$ cat src/rtl/edge_detect_array.sv
// -----------------------------------------------------------------------------
// edge_detect_array
//
// Multi-channel edge detector for asynchronous board pins (UART RX, buttons,
// start strobes). Each channel runs an N-stage synchroniser, a
// consecutive-sample debounce filter and registered single-cycle edge pulses.
// The edge mode is chosen at run time and shared by all channels.
//
// Optional feature: define EDGE_DET_STICKY_EN to add per-channel sticky edge
// flags (sticky_flag) with a per-channel clear (flag_clr). Without the macro
// those ports and their flops do not exist; everything else is identical.
//
// Parameters
//   CH           number of independent input channels
//   SYNC_STAGES  synchroniser flops per channel (>= 2)
//   DEB_CYCLES   consecutive disagreeing samples needed to accept a new level (>= 1)
//   IDLE_LEVEL   reset/idle level of every channel
//
// Ports
//   clock        system clock, all logic on posedge
//   reset_n      synchronous active-low reset
//   pin_in       asynchronous raw inputs, one bit per channel
//   edge_mode    00 off, 01 rising, 10 falling, 11 both
//   level_out    debounced, synchronised level
//   sig_L2H      1-cycle pulse on an accepted low->high transition
//   sig_H2L      1-cycle pulse on an accepted high->low transition
//   sig_edge     sig_L2H | sig_H2L
//   sticky_flag  latched sig_edge               (EDGE_DET_STICKY_EN only)
//   flag_clr     per-channel sticky_flag clear  (EDGE_DET_STICKY_EN only)
// -----------------------------------------------------------------------------
module edge_detect_array #(
    parameter int CH          = 8,
    parameter int SYNC_STAGES = 2,
    parameter int DEB_CYCLES  = 16,
    parameter bit IDLE_LEVEL  = 1'b1
) (
    input  logic          clock,
    input  logic          reset_n,
    input  logic [CH-1:0] pin_in,
    input  logic [1:0]    edge_mode,
    output logic [CH-1:0] level_out,
    output logic [CH-1:0] sig_L2H,
    output logic [CH-1:0] sig_H2L,
`ifdef EDGE_DET_STICKY_EN
    output logic [CH-1:0] sticky_flag,
    input  logic [CH-1:0] flag_clr,
`endif
    output logic [CH-1:0] sig_edge
);

    localparam int            CW       = $clog2(DEB_CYCLES + 1);
    localparam logic [CW-1:0] CNT_LAST = CW'(DEB_CYCLES - 1);
    localparam logic [CH-1:0] IDLE_VEC = {CH{IDLE_LEVEL}};

    logic [CH-1:0] sync_ff [SYNC_STAGES];
    logic [CH-1:0] sync_q;
    logic [CW-1:0] deb_cnt      [CH];
    logic [CW-1:0] deb_cnt_next [CH];
    logic [CH-1:0] level_next;
    logic [CH-1:0] accept;
    logic [CH-1:0] l2h_next;
    logic [CH-1:0] h2l_next;
    logic [CH-1:0] edge_next;

    // Synchroniser chain. Stage 0 is the only flop that sees pin_in.
    always_ff @(posedge clock) begin
        if (!reset_n) begin
            for (int s = 0; s < SYNC_STAGES; s++) begin
                sync_ff[s] <= IDLE_VEC;
            end
        end else begin
            sync_ff[0] <= pin_in;
            for (int s = 1; s < SYNC_STAGES; s++) begin
                sync_ff[s] <= sync_ff[s-1];
            end
        end
    end

    assign sync_q = sync_ff[SYNC_STAGES-1];

    // Debounce: the counter holds the number of disagreeing samples already
    // seen, so the DEB_CYCLES-th consecutive disagreeing sample is accepted.
    // A single agreeing sample restarts the count.
    always_comb begin
        accept     = '0;
        level_next = level_out;
        for (int i = 0; i < CH; i++) begin
            deb_cnt_next[i] = deb_cnt[i];
            if (sync_q[i] == level_out[i]) begin
                deb_cnt_next[i] = '0;
            end else if (deb_cnt[i] == CNT_LAST) begin
                accept[i]       = 1'b1;
                level_next[i]   = sync_q[i];
                deb_cnt_next[i] = '0;
            end else begin
                deb_cnt_next[i] = deb_cnt[i] + CW'(1);
            end
        end
    end

    // edge_mode only matters on the accept edge.
    always_comb begin
        l2h_next  = accept &  sync_q & {CH{edge_mode[0]}};
        h2l_next  = accept & ~sync_q & {CH{edge_mode[1]}};
        edge_next = l2h_next | h2l_next;
    end

    always_ff @(posedge clock) begin
        if (!reset_n) begin
            level_out <= IDLE_VEC;
            sig_L2H   <= '0;
            sig_H2L   <= '0;
            sig_edge  <= '0;
            for (int i = 0; i < CH; i++) begin
                deb_cnt[i] <= '0;
            end
        end else begin
            level_out <= level_next;
            sig_L2H   <= l2h_next;
            sig_H2L   <= h2l_next;
            sig_edge  <= edge_next;
            for (int i = 0; i < CH; i++) begin
                deb_cnt[i] <= deb_cnt_next[i];
            end
        end
    end

`ifdef EDGE_DET_STICKY_EN
    // A new edge wins over a clear in the same cycle.
    always_ff @(posedge clock) begin
        if (!reset_n) begin
            sticky_flag <= '0;
        end else begin
            sticky_flag <= (sticky_flag & ~flag_clr) | edge_next;
        end
    end
`endif

endmodule

$ cat config.mk
export PLATFORM = sky130hd
export DESIGN_NAME = edge_detect_array
export DESIGN_NICKNAME = d
export VERILOG_FILES = /design/src/rtl/edge_detect_array.sv
export SDC_FILE = /design/constraint.sdc
export NUM_CORES = 1
export LEC_CHECK = 0
export CORE_AREA = 2 2 81 83
export CTS_CLUSTER_SIZE = 30
export DETAILED_ROUTE_END_ITERATION = 12
export DIE_AREA = 0 0 83 85
export PLACE_DENSITY = 0.73
export SLEW_MARGIN = 20
export SYNTH_ARGS = -nofsm -noshare
export SYNTH_HDL_FRONTEND = slang
export SYNTH_SLANG_ARGS = --single-unit
export TNS_END_PERCENT = 100
$ cat constraint.sdc
create_clock -name clock -period 1.8 [get_ports clock]
set_input_delay 0.45 -clock clock [delete_from_list [all_inputs] [get_ports clock]]
set_output_delay 0.45 -clock clock [all_outputs]
set_load 0.05 [all_outputs]
==> impl_results.md <==
- Relative slew slack: 72.0%
- Worst path buffer plus inverter count: 1
- Power, Total: about 3.4 mW
- Post_cts resized: 0
- Layout cells sized above 1: 14.0%
- Avg WL per Cell: roughly 11 µm
- Syn Std Cell Area: approximately 3000 µm²
- Routed Antenna Nets: 0
- DR pass1 iterations: 4
- Initial Utilization: around half
- Ranking of synthesized cells by area: dfxtp_1 59%, nor2_1 7.0%, ha_1 6.7%, xor2_1 4.7%, nand3b_1 4.0%
- Syn. warnings: 0
- DR vias: between 2000 and 2500
- #FFs+latches synth: approximately 90
- Antenna cells: 0
- Placed cell area: approximately 3400 µm²
- Cell area after layout: about 3600 µm²
- RSZ-0062 raised after global routing: false
- Layout net count: 380
- Post-synth top area share: between 50% and 60%
- Worst Hold Class: register to register
- Fmax: approximately 0.68 GHz
- Worst slew pin tran: around 420 ps
- Clock skew: around 8.9 ps
- Total clock sinks: between 80 and 90
- Most instantiated cells after synthesis: 88 x dfxtp_1, 56 x nor2_1, 24 x inv_1, 22 x nand3_1
- Port-buffer cells: between 40 and 50
- Dominant cell by count in the synthesized netlist: dfxtp_1
- Max-Cap Viols: 0
- Chip Height: 85 µm
- Sequential-to-total area share from yosys stat: about three fifths
- CTS clk-pin slew, worst paths: 80 ps
- Core ar.: a little over 6000 µm²
- Synth async-reset ratio: 0%
- Status: completed
- Critical path class: register to output port
- Gp weighted congestion: 0.770
- Post-place setup slack: -13.9 ps
- Fin. max-slew vios: 0
- Final WS setup: ~330 ps
- First-pass GRT wire length: 8130 µm
- Critical path's top delay family: flip-flops
- Clk buf depth: 2
- Slowest cell delay on critical path: approximately 430 ps
- CTS Buf Count: 9
- Routed wire length: 4690 µm
- Arr. time, crit path: about 1000 ps
- Mapped Cells: 301
- Post-synth EDFFs: 0
- Largest net degree at the start of global routing: 27
- Worst VDD drop: between 0.5 and 0.6 mV
- Detail Placement HPWL: 3330 µm
- CTS Hold Bufs: 0
- Leakage: about 1.5 nW
- CTS tree: yes
- Root buffer cell: clkbuf_8
- Syn Area/Cell: between 9 and 10 µm²
- Gr usage total: 14.4%
- Netlist cell types: 16
- IO Count: between 40 and 50
- Biggest area consumer among synthesized cells: dfxtp_1
- Row cnt: 29
- Vias in the first global route: around 1900
- Syn nets: around 330
- Power Density: slightly above 900 nW/µm²
- Antenna violations before repair: 0
- Number of remaining DRC errors: 0
- CP Capture Type: output port
- Final Setup Violations: 0
- Min Tclk post-route: about 1500 ps
- Worst Path Max Fanout: 5
- FF-to-FF setup slack: 340 ps
- Cell Chain, Critical Path: buf_4
- Via-to-Cell Ratio: 4.65
- DIE AREA: 7060 µm²
- Worst EP required: 1350 ps
- CP startpoint kind: register
- Area Growth Syn to Fin: 21.1%
- Period utilization: 81.6%
- Dominant synthesized flop cell: dfxtp_1
- CP max stage cell: dfxtp_1
- Final hold violations: 0
- H-tree depth: 3
- Clk Latency, worst-skew pair: between 300 and 400 ps
- Postcts setup bufs: 0
- Filler cell count: 570
- Number of DRC markers in iteration 0: 70
- Horiz. Die Dim: a little over 80 µm
- Grt ovf: 0
==> metrics by stage <==
step | utilization, % | std cells | hold slack (ps) | setup TNS [ps]
floorplan | - | 301 | 386 | 0
global placement | 55.4 | 418 | 388 | -36.5
detailed placement | 55.4 | 418 | 392 | -31.4
CTS | 58.6 | 434 | 407 | 0
global route | 58.6 | 434 | 421 | 0
finish | 58.6 | 434 | 409 | 0
==> final cells by class <==
| class | instances | area [µm²] | area share (%) |
|---|---|---|---|
| Clock buffer | 9 | 124 | 3.41 |
| Clock inverter | 7 | 71.3 | 1.96 |
| Inverter | 24 | 90.1 | 2.48 |
| Multi-Input combinational cell | 184 | 1130 | 31.0 |
| Sequential cell | 88 | 1760 | 48.5 |
| Tap cell | 77 | 96.3 | 2.65 |
| Timing Repair Buffer | 45 | 365 | 10.1 |
==> kinds of logic (layout without fill, tap and decap cells) <==
group	count (synthesis)	in the layout	synth area share, %
compound gates	8	8	1.33
simple gates	134	134	21.8
xor+xnor	24	24	7.00
fa+ha+maj	16	16	6.67
mux	2	2	0.667
flops	88	88	58.7
buf+inv	29	85	3.79
==> per-layer routing <==
| metal | share of wire (%) | track usage, % |
|---|---|---|
| met5 | 0 | 0 |
| met1 | 46 | 16.9 |
| met4 | 1.6 | 7.60 |
| met2 | 47 | 24.2 |
| met3 | 5.7 | 4.09 |
==> layout by cell type, fill, tap and decap left out <==
master            n
bufinv_16         1
dfxtp_1          88
and2_1            2
clkinv_2          3
xor2_1           16
xnor2_1           8
ha_1             16
inv_1            24
clkinv_4          2
mux2i_1           2
and3_1            8
nor2_1           56
nand3b_1         16
nand2_1          14
inv_6             1
clkbuf_8          9
nand2b_1         16
a21oi_1           8
nand3_1          22
clkdlybuf4s50_1  11
buf_4            34
==> final timing paths <==
kind / to / cells after the start / from
max: level_out[5] / 1 / level_out[5]$_SDFFE_PN1P_
min: sync_ff[0][12]$_SDFF_PN1_ / 1 / sync_ff[0][4]$_SDFF_PN1_
max reg2reg: deb_cnt[0][18]$_SDFF_PP0_ / 6 / deb_cnt[0][15]$_SDFF_PP0_
min reg2reg: sync_ff[0][12]$_SDFF_PN1_ / 1 / sync_ff[0][4]$_SDFF_PN1_
==> where the power goes <==
group          internal [mW]  leakage (nW)  switching [mW]
registers               1.97         0.713          0.0139
logic                 0.0431         0.636          0.0370
clock network          0.643         0.103           0.681
==> sequential cells by signal (all words and copies together), names as in the netlist <==
name / cells
deb_cnt: 40
level_out: 8
sig_H2L: 8
sig_L2H: 8
sig_edge: 8
sync_ff: 16
(Power assumes the default switching activity.)
